[src/rtl/snake_pkg.sv]
// Shared codes for the snake button front end: direction codes, button indices
// and the direction-to-button one-hot mapping.
package snake_pkg;

    typedef logic [1:0] dir_t;

    localparam dir_t DIR_RIGHT = 2'd0;
    localparam dir_t DIR_DOWN  = 2'd1;
    localparam dir_t DIR_LEFT  = 2'd2;
    localparam dir_t DIR_UP    = 2'd3;

    localparam int unsigned BTN_RST   = 0;
    localparam int unsigned BTN_DOWN  = 1;
    localparam int unsigned BTN_LEFT  = 2;
    localparam int unsigned BTN_RIGHT = 3;
    localparam int unsigned BTN_UP    = 4;

    // Returns btn[4:1] with the bit of the button matching the direction set.
    function automatic logic [3:0] dir_to_onehot(input dir_t dir);
        logic [4:0] oh;
        oh = '0;
        unique case (dir)
            DIR_RIGHT: oh[BTN_RIGHT] = 1'b1;
            DIR_DOWN:  oh[BTN_DOWN]  = 1'b1;
            DIR_LEFT:  oh[BTN_LEFT]  = 1'b1;
            DIR_UP:    oh[BTN_UP]    = 1'b1;
            default:   oh = '0;
        endcase
        return oh[4:1];
    endfunction

endpackage

[src/rtl/btn_debounce.sv]
// One button: two-flop synchroniser followed by a stability counter that flips
// the debounced level once the input has differed from it for DEBOUNCE_CYCLES clocks.
module btn_debounce #(
    parameter int unsigned DEBOUNCE_CYCLES = 1000000,
    parameter int unsigned CNT_W           = 20
) (
    input  logic clk_i,
    input  logic rst_ni,
    input  logic raw_i,
    output logic level_o
);

    localparam logic [CNT_W-1:0] CntMax = CNT_W'(DEBOUNCE_CYCLES - 1);

    logic             sync1_q, sync2_q;
    logic             level_q, level_d;
    logic [CNT_W-1:0] cnt_q, cnt_d;

    always_comb begin
        level_d = level_q;
        cnt_d   = '0;
        if (sync2_q != level_q) begin
            if (cnt_q == CntMax) begin
                level_d = ~level_q;
            end else begin
                cnt_d = cnt_q + 1'b1;
            end
        end
    end

    always_ff @(posedge clk_i or negedge rst_ni) begin
        if (!rst_ni) begin
            sync1_q <= 1'b0;
            sync2_q <= 1'b0;
            level_q <= 1'b0;
            cnt_q   <= '0;
        end else begin
            sync1_q <= raw_i;
            sync2_q <= sync1_q;
            level_q <= level_d;
            cnt_q   <= cnt_d;
        end
    end

    assign level_o = level_q;

endmodule

[src/rtl/btn_conditioner.sv]
// Button front end: debounce, queue direction presses one per game tick, and
// issue a tick-aligned reset request. Optional macro: BTN_REVERSE_FILTER_EN.
module btn_conditioner
    import snake_pkg::*;
#(
    parameter int unsigned DEBOUNCE_CYCLES = 1000000,
    parameter int unsigned QUEUE_DEPTH     = 2,
    parameter int unsigned CNT_W           = 20,
    localparam int unsigned PtrW           = $clog2(QUEUE_DEPTH),
    localparam int unsigned CntW           = $clog2(QUEUE_DEPTH + 1)
) (
    input  logic            clk_i,
    input  logic            rst_ni,
    input  logic [4:0]      btn_raw_i,
    input  logic            tick_i,
    output logic [4:0]      btn_out_o,
    output logic [4:0]      btn_level_o,
    output logic [CntW-1:0] q_count_o,
    output logic            drop_flag_o
);

    logic [4:0] level;
    logic [4:0] level_prev_q;
    logic [4:0] rise;

    for (genvar k = 0; k < 5; k++) begin : g_deb
        btn_debounce #(
            .DEBOUNCE_CYCLES (DEBOUNCE_CYCLES),
            .CNT_W           (CNT_W)
        ) u_deb (
            .clk_i   (clk_i),
            .rst_ni  (rst_ni),
            .raw_i   (btn_raw_i[k]),
            .level_o (level[k])
        );
    end

    assign rise = level & ~level_prev_q;

    dir_t            mem_q [QUEUE_DEPTH];
    dir_t            mem_d [QUEUE_DEPTH];
    logic [PtrW-1:0] rd_ptr_q, rd_ptr_d, wr_ptr_q, wr_ptr_d;
    logic [CntW-1:0] count_q, count_d;
    dir_t            last_q, last_d;
    logic            last_vld_q, last_vld_d;
    logic            drop_q, drop_d;
    logic            rst_arm_q, rst_arm_d;
    logic            rst_out_q, rst_out_d;
    logic [3:0]      dir_out_q, dir_out_d;

    logic press_vld, dup, rev, accept, flush;
    dir_t press_code;

    always_comb begin
        press_vld  = 1'b1;
        press_code = DIR_RIGHT;
        if (rise[BTN_UP]) begin
            press_code = DIR_UP;
        end else if (rise[BTN_DOWN]) begin
            press_code = DIR_DOWN;
        end else if (rise[BTN_LEFT]) begin
            press_code = DIR_LEFT;
        end else if (rise[BTN_RIGHT]) begin
            press_code = DIR_RIGHT;
        end else begin
            press_vld = 1'b0;
        end
    end

    // An empty history (after reset or flush) filters nothing, so a first right press is kept.
    assign dup = last_vld_q && (press_code == last_q);
`ifdef BTN_REVERSE_FILTER_EN
    assign rev = last_vld_q && (press_code == (last_q ^ 2'b10));
`else
    assign rev = 1'b0;
`endif
    assign flush  = tick_i && rst_arm_q;
    assign accept = press_vld && !dup && !rev && !flush;

    always_comb begin
        mem_d      = mem_q;
        rd_ptr_d   = rd_ptr_q;
        wr_ptr_d   = wr_ptr_q;
        count_d    = count_q;
        last_d     = last_q;
        last_vld_d = last_vld_q;
        drop_d     = drop_q;
        rst_arm_d  = rst_arm_q | rise[BTN_RST];
        rst_out_d  = rst_out_q;
        dir_out_d  = dir_out_q;

        if (flush) begin
            rst_out_d  = 1'b1;
            dir_out_d  = '0;
            rd_ptr_d   = '0;
            wr_ptr_d   = '0;
            count_d    = '0;
            last_d     = DIR_RIGHT;
            last_vld_d = 1'b0;
            drop_d     = 1'b0;
            rst_arm_d  = rise[BTN_RST];
        end else if (tick_i) begin
            rst_out_d = rst_out_q & level[BTN_RST];
            if (count_q != '0) begin
                dir_out_d = dir_to_onehot(mem_q[rd_ptr_q]);
                rd_ptr_d  = rd_ptr_q + 1'b1;
                count_d   = count_q - 1'b1;
            end else begin
                dir_out_d = '0;
            end
        end

        // Push sees the post-pop occupancy, so a full queue accepts on a tick.
        if (accept) begin
            if (count_d == CntW'(QUEUE_DEPTH)) begin
                drop_d = 1'b1;
            end else begin
                mem_d[wr_ptr_q] = press_code;
                wr_ptr_d        = wr_ptr_q + 1'b1;
                count_d         = count_d + 1'b1;
                last_d          = press_code;
                last_vld_d      = 1'b1;
            end
        end
    end

    always_ff @(posedge clk_i or negedge rst_ni) begin
        if (!rst_ni) begin
            for (int i = 0; i < QUEUE_DEPTH; i++) begin
                mem_q[i] <= DIR_RIGHT;
            end
            level_prev_q <= '0;
            rd_ptr_q     <= '0;
            wr_ptr_q     <= '0;
            count_q      <= '0;
            last_q       <= DIR_RIGHT;
            last_vld_q   <= 1'b0;
            drop_q       <= 1'b0;
            rst_arm_q    <= 1'b0;
            rst_out_q    <= 1'b0;
            dir_out_q    <= '0;
        end else begin
            mem_q        <= mem_d;
            level_prev_q <= level;
            rd_ptr_q     <= rd_ptr_d;
            wr_ptr_q     <= wr_ptr_d;
            count_q      <= count_d;
            last_q       <= last_d;
            last_vld_q   <= last_vld_d;
            drop_q       <= drop_d;
            rst_arm_q    <= rst_arm_d;
            rst_out_q    <= rst_out_d;
            dir_out_q    <= dir_out_d;
        end
    end

    assign btn_out_o   = {dir_out_q, rst_out_q};
    assign btn_level_o = level;
    assign q_count_o   = count_q;
    assign drop_flag_o = drop_q;

endmodule

[config.mk]
export PLATFORM = sky130hd
export DESIGN_NAME = btn_conditioner
export DESIGN_NICKNAME = d
export VERILOG_FILES = /design/src/rtl/snake_pkg.sv /design/src/rtl/btn_debounce.sv /design/src/rtl/btn_conditioner.sv
export SDC_FILE = /design/constraint.sdc
export NUM_CORES = 1
export LEC_CHECK = 0
export BUFFER_PORTS_ARGS = -buffer_cell sky130_fd_sc_hd__buf_2
export CAP_MARGIN = 20
export CORE_MARGIN = 2
export CORE_UTILIZATION = 50
export DETAILED_ROUTE_END_ITERATION = 12
export HOLD_SLACK_MARGIN = 0.15
export PLACE_DENSITY = 0.75
export SYNTH_ARGS = -nofsm -noshare
export SYNTH_HDL_FRONTEND = slang
export SYNTH_SLANG_ARGS = --single-unit
export TNS_END_PERCENT = 1
[constraint.sdc]
create_clock -name clk_i -period 2.3 [get_ports clk_i]
set_input_delay 0.23 -clock clk_i [delete_from_list [all_inputs] [get_ports clk_i]]
set_output_delay 0.23 -clock clk_i [all_outputs]
set_load 0.02 [all_outputs]
==> impl_metrics.tcl, run 1 <==
set metrics [dict create \
    clock_tree_buffer_depth 2 \
    detail-route-antenna-nets 0 \
    pin_count 21 \
    clock_tree.root_cell "sky130_fd_sc_hd__clkbuf_16" \
    worst_hold_startpoint "tick_i" \
    drc 0 \
    cts_post_setup_buffers_inserted 0 \
    yosysUniqueCellTypes 54 \
    timing.critical_path.slowest_stage_cell "sky130_fd_sc_hd__dfrtp_1" \
    fmax_ghz 0.5119 \
    setup_viol 0 \
    finalWeightedCongestion 0.8200 \
    worst-path-max-fanout 6 \
    worst_ep_required_time_ps 2600 \
    yosysSeqAreaShare 0.5392 \
    ff2ff_path_depth 7 \
    cts_htree_levels 4 \
    dieHeight_um 117.2 \
    min_period_over_period 0.8493 \
    postSynth.topFlopCell "sky130_fd_sc_hd__dfrtp_1" \
    cts_tree "done" \
    critical_path.startpoint_type "flop" \
    synth_edf_count 0 \
    synth_nets 623 \
    clock_skew_ps 8.562 \
    route.final.wire_length_um 11300 \
    grt_setup_unrepaired "false" \
    number_of_global_route_vias_before_repair 4356 \
    clk_pin_slew_worst_paths_ps 60 \
    holdCritPathClass "primary input to flop" \
    drive_gt1_frac 0.1259 \
    worst_r2r_endpoint "mem_q[0]$_DFFE_PN0P_" \
    report.final.slew_viol_count 0 \
    crit_arrival_ps 2250 \
    cells_traversed_along_the_worst_timing_path "nor2b_1, o21ai_0, inv_1, ha_1, nor2_1, o211ai_1, mux2_2" \
    cts_buffers 17 \
    die_width_um 117.2 \
    synth_cells 608 \
    n_fill_cell 974 \
    grt_antenna_before_repair 0 \
    peak_per_stage_delay_on_the_critical_path_ps 420 \
    vias 4321 \
    antenna-diode-count 0 \
    avgRoutedWirePerCell_um 13.60 \
    timing.hold.worst_endpoint "rd_ptr_q$_DFFE_PN0P_" \
    initial_core_util 0.5096 \
    final_cell_mix "sky130_fd_sc_hd__dfrtp_1, sky130_fd_sc_hd__nor2_1, sky130_fd_sc_hd__xor2_1" \
    timing.reg2reg.setup_slack_ps 350 \
    cp-end-kind "flop" \
    fin_setup_tns_ps 0 \
    post-route-min-period_ps 1953 \
    cts_sinks 138 \
    final_util 0.5860 \
    global_route.overflow_total 0 \
    status "complete, no violations" \
    synth_area_um2 6405 \
    firstDrtPassIters 4 \
    count_of_max_cap_constraint_violations 0 \
    detailedRoute.firstIterationViolations 265 \
    syn_avg_cell_area_um2 10.53 \
    globalRouteTotalUtil 0.1855 \
    dpl.hpwl_um 7511 \
    synth.ff_latch_count 138 \
    grt_pass1_wl_um 20020 \
    asyncSetResetFlopFracSynth 1.000 \
    power_density_cells_nw_per_um2 735.1 \
    cts-resized-gates 0 \
    power_leakage_nw 3.406 \
    vdd.ir_drop.worst_v 0.0005225 \
    mostFrequentLayoutCell "sky130_fd_sc_hd__dfrtp_1" \
    number_of_warning_messages_in_the_yosys_log 0 \
    finalHoldViolations 0 \
    grt_max_degree 73 \
    worst_pin_slew_ps 636.0 \
    numPortBuffers 20 \
    area.growth.synth_to_final_pct 14.98 \
    clock_latency_ps 420 \
    worst_hold_path.num_cells 3 \
    fp.dieArea_um2 13730 \
    nNetsFinal 661 \
    max-slew-margin-rel 0.5728 \
    worst_r2r_startpoint "q_count_o[0]$_DFF_PN0_" \
    route.detailed.vias_per_inst 5.200 \
    floorplan.rows 41 \
    critPathKind "flop to flop" \
    core_um2 12570 \
]
cell type report:
cell class | instances | area (µm²) | share of cell area
flip-flops and latches | 138 | 3453 | 0.4689
multi-input cells | 436 | 2774 | 0.3767
clock buffers | 25 | 495.5 | 0.06728
repair buffers | 35 | 246.5 | 0.03347
well taps | 172 | 215.2 | 0.02922
clock inverters | 7 | 112.6 | 0.01529
inverters | 18 | 67.56 | 0.009174
power breakdown:
part	leakage [nW]	internal [W]	switching, W
sequential	1.89	0.00246	0.0000286
combinational	1.22	0.0000455	0.0000984
clock	0.297	0.00181	0.000967
per-layer routing:
layer | GRT usage | routed length, µm | vias to the layer above
li1 | - | - | 2124
met1 | 0.2466 | 5314 | 2118
met2 | 0.2935 | 5394 | 60
met3 | 0.04583 | 366 | 19
met4 | 0.07529 | 224 | 0
met5 | 0 | 0 | -
logic make-up (layout without fill, tap and decap cells):
logic type,count (synthesis),count (layout),share of synthesized area
xor gates and xnor gates,95,95,0.1311
DFF,138,138,0.5392
and+or+nand+nor,296,296,0.2352
AOI/OAI and AO/OA,21,21,0.02403
adders and majority gates,7,7,0.01367
buffers and inverters,34,85,0.02774
muxes,17,17,0.02911
per-stage QoR:
stage	instance area (µm²)	setup WS [ps]	power, W	hold slack, ps	instances
finish	7365	346.5	0.005414	189.6	831
global route	7365	211.8	0.005598	189.6	831
CTS	7365	372.7	0.005463	175.9	831
detailed placement	6696	397.3	0.002670	286.4	793
global placement	6696	481.9	0.002663	271.6	793
floorplan	6405	475.3	0.002592	-65.59	608
critical path: cells and delay by family, from the launching register on:
kind                       cells  cell delay [ps]
and+or+nand+nor                2              330
AOI/OAI and AO/OA              2              500
adders and majority gates      1              220
muxes                          1              300
buffers and inverters          1               80
DFF                            1              420
Yosys cell counts (all sizes together) (2+ instances only):
master | count | area share
a21oi | 2 | 0.0016
nor2b | 5 | 0.0049
mux2i | 7 | 0.011
inv | 18 | 0.011
nand3 | 36 | 0.030
and4 | 9 | 0.012
nor2 | 116 | 0.068
nand2 | 45 | 0.028
nor3 | 17 | 0.013
nor4bb | 3 | 0.0047
or2 | 3 | 0.0029
xor2 | 56 | 0.078
nor4 | 9 | 0.012
buf | 15 | 0.017
xnor2 | 39 | 0.053
mux2 | 10 | 0.018
ha | 7 | 0.014
nor4b | 4 | 0.0064
a32o | 2 | 0.0031
nand3b | 2 | 0.0023
a22o | 3 | 0.0041
dfrtp | 138 | 0.54
and3 | 20 | 0.021
nand4 | 18 | 0.020
nand2b | 4 | 0.0039
o21ai | 8 | 0.0068
state kept, by name (all words and copies together), names as in the netlist, 2 cells and up:
signal	cells
g_deb.u_deb.cnt_q	100
level_prev_q	5
q_count_o	2
g_deb.u_deb.level_o	5
g_deb.u_deb.sync2_q	5
dir_out_q	4
last_q	2
g_deb.u_deb.sync1_q	5
mem_q	4
worst max path at each step:
stage | cells past startpoint | slack (ps) | endpoint | from
floorplan | 7 | 480 | mem_q[0]$_DFFE_PN0P_ | q_count_o[0]$_DFF_PN0_
global placement | 6 | 480 | g_deb[2].u_deb.cnt_q[12]$_DFF_PN0_ | g_deb[2].u_deb.cnt_q[0]$_DFF_PN0_
detailed placement | 7 | 400 | mem_q[0]$_DFFE_PN0P_ | q_count_o[0]$_DFF_PN0_
CTS | 7 | 370 | mem_q[0]$_DFFE_PN0P_ | q_count_o[0]$_DFF_PN0_
global route | 6 | 210 | g_deb[0].u_deb.cnt_q[2]$_DFF_PN0_ | g_deb[0].u_deb.cnt_q[0]$_DFF_PN0_
finish | 7 | 350 | mem_q[0]$_DFFE_PN0P_ | q_count_o[0]$_DFF_PN0_
what timing repair did:
action | in CTS | in global routing
endpoints found under the hold margin | 74 | 0
hold buffers | 6 | 0
endpoints found under the setup margin | 0 | 0
Power figures use the tool's default switching activity.
==> run 2, diff against run 1 <==
PLACE_DENSITY = 0.78   (was 0.75)
clock period = 1.6 ns   (was 2.3 ns; I/O delays follow)
==> impl_metrics.tcl, run 2 (synthesis results as in run 1) <==
set metrics [dict create \
    worst_r2r_endpoint "mem_q[1]$_DFFE_PN0P_" \
    detailedRoute.firstIterationViolations 267 \
    cts_sinks 138 \
    numPortBuffers 20 \
    power_density_cells_nw_per_um2 938.0 \
    grt_pass1_wl_um 21900 \
    clock_skew_ps 6.388 \
    dp_slack_ps -223.2 \
    timing.reg2reg.setup_slack_ps -170 \
    core_um2 12570 \
    setup_viol 29 \
    post-route-min-period_ps 1774 \
    firstDrtPassIters 4 \
    grt_max_degree 60 \
    critPathKind "flop to flop" \
    globalRouteTotalUtil 0.2051 \
    setup_slack_ps -174.3 \
    mostFrequentLayoutCell "sky130_fd_sc_hd__dfrtp_1" \
    setup.worst_path.start "g_deb[3].u_deb.level_o$_DFFE_PN0P_" \
    n_fill_cell 930 \
    dpl.hpwl_um 8611 \
    drc 0 \
    fp.dieArea_um2 13730 \
    failed_checks "negative setup slack" \
    worst_pin_slew_ps 495.2 \
    clk_pin_slew_worst_paths_ps 60 \
    finalHoldViolations 0 \
    status "complete, but fails checks" \
    critical_path.startpoint_type "flop" \
    min_period_over_period 1.109 \
    report.final.slew_viol_count 0 \
    largest_reg_flops 100 \
    route.final.wire_length_um 12740 \
    vias 4681 \
    worst_r2r_startpoint "g_deb[3].u_deb.level_o$_DFFE_PN0P_" \
    grt_antenna_before_repair 0 \
    initial_core_util 0.5096 \
    total_design_power_w 0.007583 \
    fmax_ghz 0.5636 \
    ff2ff_path_depth 5 \
    cp-end-kind "flop" \
    cts_tree "done" \
    number_of_global_route_vias_before_repair 4808 \
    final_cell_mix "sky130_fd_sc_hd__dfrtp_1, sky130_fd_sc_hd__nor2_1, sky130_fd_sc_hd__buf_4" \
    drive_gt1_frac 0.2569 \
    fin_setup_tns_ps -1395 \
    power_leakage_nw 3.763 \
    finalWeightedCongestion 0.8488 \
    worst_ep_required_time_ps 1900 \
    floorplan.rows 41 \
    cts_buffers 17 \
    global_route.overflow_total 0 \
    worst-path-max-fanout 3 \
    cts_htree_levels 4 \
    clock_tree_buffer_depth 2 \
    cp-endpoint "mem_q[1]$_DFFE_PN0P_" \
    max_flop_register "g_deb.u_deb.cnt_q" \
    count_of_max_cap_constraint_violations 0 \
    max-slew-margin-rel 0.6687 \
    avgRoutedWirePerCell_um 14.16 \
    crit_arrival_ps 2070 \
    route.detailed.vias_per_inst 5.201 \
    clock_tree.root_cell "sky130_fd_sc_hd__clkbuf_16" \
    cts_post_setup_buffers_inserted 0 \
    pin_count 21 \
    final_util 0.6432 \
    fin_cells 900 \
    die_width_um 117.2 \
    dp_cells 861 \
    nNetsFinal 731 \
    detail-route-antenna-nets 0 \
    grt_setup_unrepaired "true" \
    antenna-diode-count 0 \
    dieHeight_um 117.2 \
    clock_latency_ps 420 \
    holdCritPathClass "primary input to async pin" \
    area.growth.synth_to_final_pct 26.22 \
    vdd.ir_drop.worst_v 0.0008985 \
]
==> run 2: cell count changes in the layout (fill, tap and decap cells not counted), moves of 4 or more <==
| cell | change |
|---|---|
| sky130_fd_sc_hd__clkbuf_1 | -4 |
| sky130_fd_sc_hd__dfrtp_1 | -5 |
| sky130_fd_sc_hd__nor2_1 | -5 |
| sky130_fd_sc_hd__ha_1 | -4 |
| sky130_fd_sc_hd__buf_4 | +64 |
| sky130_fd_sc_hd__nor2_2 | +5 |
| sky130_fd_sc_hd__dfrtp_2 | +5 |
==> run 2: layer usage <==
metal  track usage  vias to the layer above  routed length (µm)
met5             0                        -                   0
met4       0.07294                        0                 123
met3       0.06437                       12                 526
met2        0.3272                      109                6336
met1        0.2659                     2303                5756
li1              -                     2257                   -
==> run 2: worst min-delay path by stage <==
stage,from,to,slack [ps],cells after the start
6_report,rst_ni,g_deb[0].u_deb.cnt_q[10]$_DFF_PN0_,210,2
4_1_cts,tick_i,last_q[0]$_DFF_PN0_,210,4
2_1_floorplan,rst_ni,dir_out_q[0]$_DFFE_PN0P_,-140,0
3_5_place_dp,rst_ni,g_deb[0].u_deb.cnt_q[10]$_DFF_PN0_,90,1
3_3_place_gp,rst_ni,g_deb[0].u_deb.cnt_q[10]$_DFF_PN0_,80,1
5_1_grt,rst_ni,g_deb[0].u_deb.cnt_q[10]$_DFF_PN0_,240,2
==> run 2: critical path: stages (launching register included) <==
cell and delay, ps:
sky130_fd_sc_hd__dfrtp_1 370, sky130_fd_sc_hd__nor2b_1 160, sky130_fd_sc_hd__o41ai_4 460, sky130_fd_sc_hd__nor2_2 100, sky130_fd_sc_hd__o211ai_1 180, sky130_fd_sc_hd__mux2_2 390
==> run 2: through the flow <==
step                      area (µm²)  hold WS [ps]
final                           8084         214.7
after CTS                       7990         212.3
after floorplan                 6417        -135.6
after global placement          7257         84.29
after global routing            8084         242.6
after detailed placement        7257         93.34
==> run 2: layout make-up <==
cell class | count | area, µm² | area share
Clock buffer | 21 | 480.5 | 0.05943
Clock inverter | 10 | 93.84 | 0.01161
Inverter | 18 | 67.56 | 0.008358
Multi-Input combinational cell | 436 | 2949 | 0.3648
Sequential cell | 138 | 3460 | 0.4280
Tap cell | 172 | 215.2 | 0.02662
Timing Repair Buffer | 105 | 818.3 | 0.1012
==> run 2: power breakdown <==
group	leakage [nW]	internal, W	switching, W	total [W]
registers	1.88	0.00354	0.0000307	0.00357
logic	1.60	0.000125	0.000174	0.000298
clock network	0.277	0.00229	0.00143	0.00372
total	3.76	0.00595	0.00163	0.00758
==> run 2: repair_timing <==
action	in CTS	in global routing
hold buffers	8	0
endpoints found under the setup margin	70	113
resized for setup	15	21
pin swaps	5	9
endpoints found under the hold margin	144	0
==> run 3, diff against run 2 <==
CTS_CLUSTER_SIZE = 25   (was unset)
PLACE_DENSITY = 0.75   (was 0.78)
clock period = 1.9 ns   (was 1.6 ns; I/O delays follow)
==> impl_metrics.tcl, run 3 (synthesis results as in run 1) <==
set metrics [dict create \
    clk_pin_slew_worst_paths_ps 60 \
    mostFrequentLayoutCell "sky130_fd_sc_hd__dfrtp_1" \
    max_flop_register "g_deb.u_deb.cnt_q" \
    finalWeightedCongestion 0.8324 \
    nNetsFinal 670 \
    finalHoldViolations 0 \
    dpl.hpwl_um 7634 \
    number_of_global_route_vias_before_repair 4328 \
    clock_tree_buffer_depth 2 \
    cts_tree "done" \
    critical_path.startpoint_type "flop" \
    largest_reg_flops 100 \
    finalInstanceArea_um2 7496 \
    global_route.overflow_total 0 \
    grt_max_degree 53 \
    path_delay_family "simple AND/OR/NAND/NOR gates" \
    post-route-min-period_ps 1813 \
    peak_per_stage_delay_on_the_critical_path_ps 440 \
    core_um2 12570 \
    die_width_um 117.2 \
    fp.dieArea_um2 13730 \
    max-slew-margin-rel 0.6524 \
    worst_pin_slew_ps 520.0 \
    floorplan.rows 41 \
    fmax_ghz 0.5516 \
    route.detailed.vias_per_inst 5.207 \
    cts_sinks 138 \
    vias 4374 \
    final_cell_mix "sky130_fd_sc_hd__dfrtp_1, sky130_fd_sc_hd__nor2_1, sky130_fd_sc_hd__xor2_1" \
    clock_skew_ps 5.611 \
    worst-path-max-fanout 6 \
    avgRoutedWirePerCell_um 13.53 \
    placed_cell_area_um2 6769 \
    dp_cells 801 \
    power_leakage_nw 3.470 \
    setup_viol 0 \
    firstDrtPassIters 4 \
    cts_post_setup_buffers_inserted 0 \
    status "complete, no violations" \
    power_density_cells_nw_per_um2 885.2 \
    cts_buffers 17 \
    detail-route-antenna-nets 0 \
    clock_tree.root_cell "sky130_fd_sc_hd__clkbuf_16" \
    detailedRoute.firstIterationViolations 289 \
    vdd.ir_drop.worst_v 0.0006502 \
    fin_cells 840 \
    timing.critical_path.slowest_stage_cell "sky130_fd_sc_hd__dfrtp_1" \
    critPathKind "flop to flop" \
    path_common_cell "sky130_fd_sc_hd__nor3_1" \
    grt_antenna_before_repair 0 \
    clock_latency_ps 420 \
    drive_gt1_frac 0.1467 \
    numPortBuffers 20 \
    timing.critical_path.buf_inv 0 \
    min_period_over_period 0.9542 \
    area.growth.synth_to_final_pct 17.03 \
    grt_setup_unrepaired "true" \
    cells_traversed_along_the_worst_timing_path "nor3_1, a21oi_2, ha_1, nor3_1, o21ai_1, mux2_2" \
    antenna-diode-count 0 \
    holdCritPathClass "primary input to async pin" \
    route.final.wire_length_um 11370 \
    dieHeight_um 117.2 \
    count_of_max_cap_constraint_violations 0 \
    drc 0 \
    initial_core_util 0.5096 \
    cts_htree_levels 4 \
    crit_arrival_ps 2110 \
    grt_pass1_wl_um 19460 \
    worst_ep_required_time_ps 2200 \
    cp-end-kind "flop" \
    pin_count 21 \
    globalRouteTotalUtil 0.1811 \
    report.final.slew_viol_count 0 \
]
## run 3: worst reg2reg max path, stage by stage (launching register included)
cell and delay (ps):
sky130_fd_sc_hd__dfrtp_1 440, sky130_fd_sc_hd__nor3_1 300, sky130_fd_sc_hd__a21oi_2 100, sky130_fd_sc_hd__ha_1 260, sky130_fd_sc_hd__nor3_1 190, sky130_fd_sc_hd__o21ai_1 130
sky130_fd_sc_hd__mux2_2 280
## run 3: final timing paths
kind                                                  start                                  to  slack (ps)  depth (start not counted)
min                                                  rst_ni   g_deb[0].u_deb.cnt_q[9]$_DFF_PN0_         220                          2
max reg2reg                          q_count_o[0]$_DFF_PN0_                mem_q[3]$_DFFE_PN0P_          90                          6
max in group asynchronous                            rst_ni  g_deb[4].u_deb.cnt_q[14]$_DFF_PN0_        1000                          3
min reg2reg                g_deb[4].u_deb.sync1_q$_DFF_PN0_    g_deb[4].u_deb.sync2_q$_DFF_PN0_         350                          0
max                                  q_count_o[0]$_DFF_PN0_                mem_q[3]$_DFFE_PN0P_          90                          6
min in group clk_i         g_deb[4].u_deb.sync1_q$_DFF_PN0_    g_deb[4].u_deb.sync2_q$_DFF_PN0_         350                          0
## run 3: routing by layer
layer  share of wire  vias up  wire (µm)  global-route usage
li1                -     2139          -                   -
met1            0.46     2149       5235              0.2312
met2            0.49       64       5564              0.2904
met3           0.032       22        360             0.05716
met4           0.018        0        206             0.06824
met5               0        -          0                   0
## run 3: power by group
| part | switching (W) | internal (W) | leakage (nW) |
|---|---|---|---|
| clock network | 0.00117 | 0.00227 | 0.307 |
| registers | 0.0000333 | 0.00298 | 1.89 |
| logic | 0.000121 | 0.0000606 | 1.27 |
## run 3: area by class of cell
| type | count | area (µm²) |
|---|---|---|
| flip-flops and latches | 138 | 3453 |
| multi-input cells | 436 | 2804 |
| fillers | 984 | 5072 |
| clock buffers | 26 | 519.2 |
| inverters | 18 | 67.56 |
| repair buffers | 44 | 329.1 |
| well taps | 172 | 215.2 |
| clock inverters | 6 | 107.6 |
## run 3: metrics by stage
stage	setup TNS [ps]	utilization	worst slack, ps	total power, W	hold slack, ps
after floorplan	0	-	75.26	0.003138	-105.6
after global placement	0	0.5386	128.1	0.003228	98.40
after detailed placement	0	0.5386	68.34	0.003238	104.2
after CTS	0	0.5940	16.94	0.006704	227.5
after global routing	-100.6	0.5964	-30.03	0.006866	266.1
final	0	0.5964	87.04	0.006636	219.4
## run 3: timing repair
| action | 4_1_cts | 5_1_grt |
|---|---|---|
| endpoints found under the setup margin | 0 | 62 |
| hold endpoints to repair | 144 | 0 |
| hold buffers | 7 | 0 |
| resized for setup | 0 | 9 |
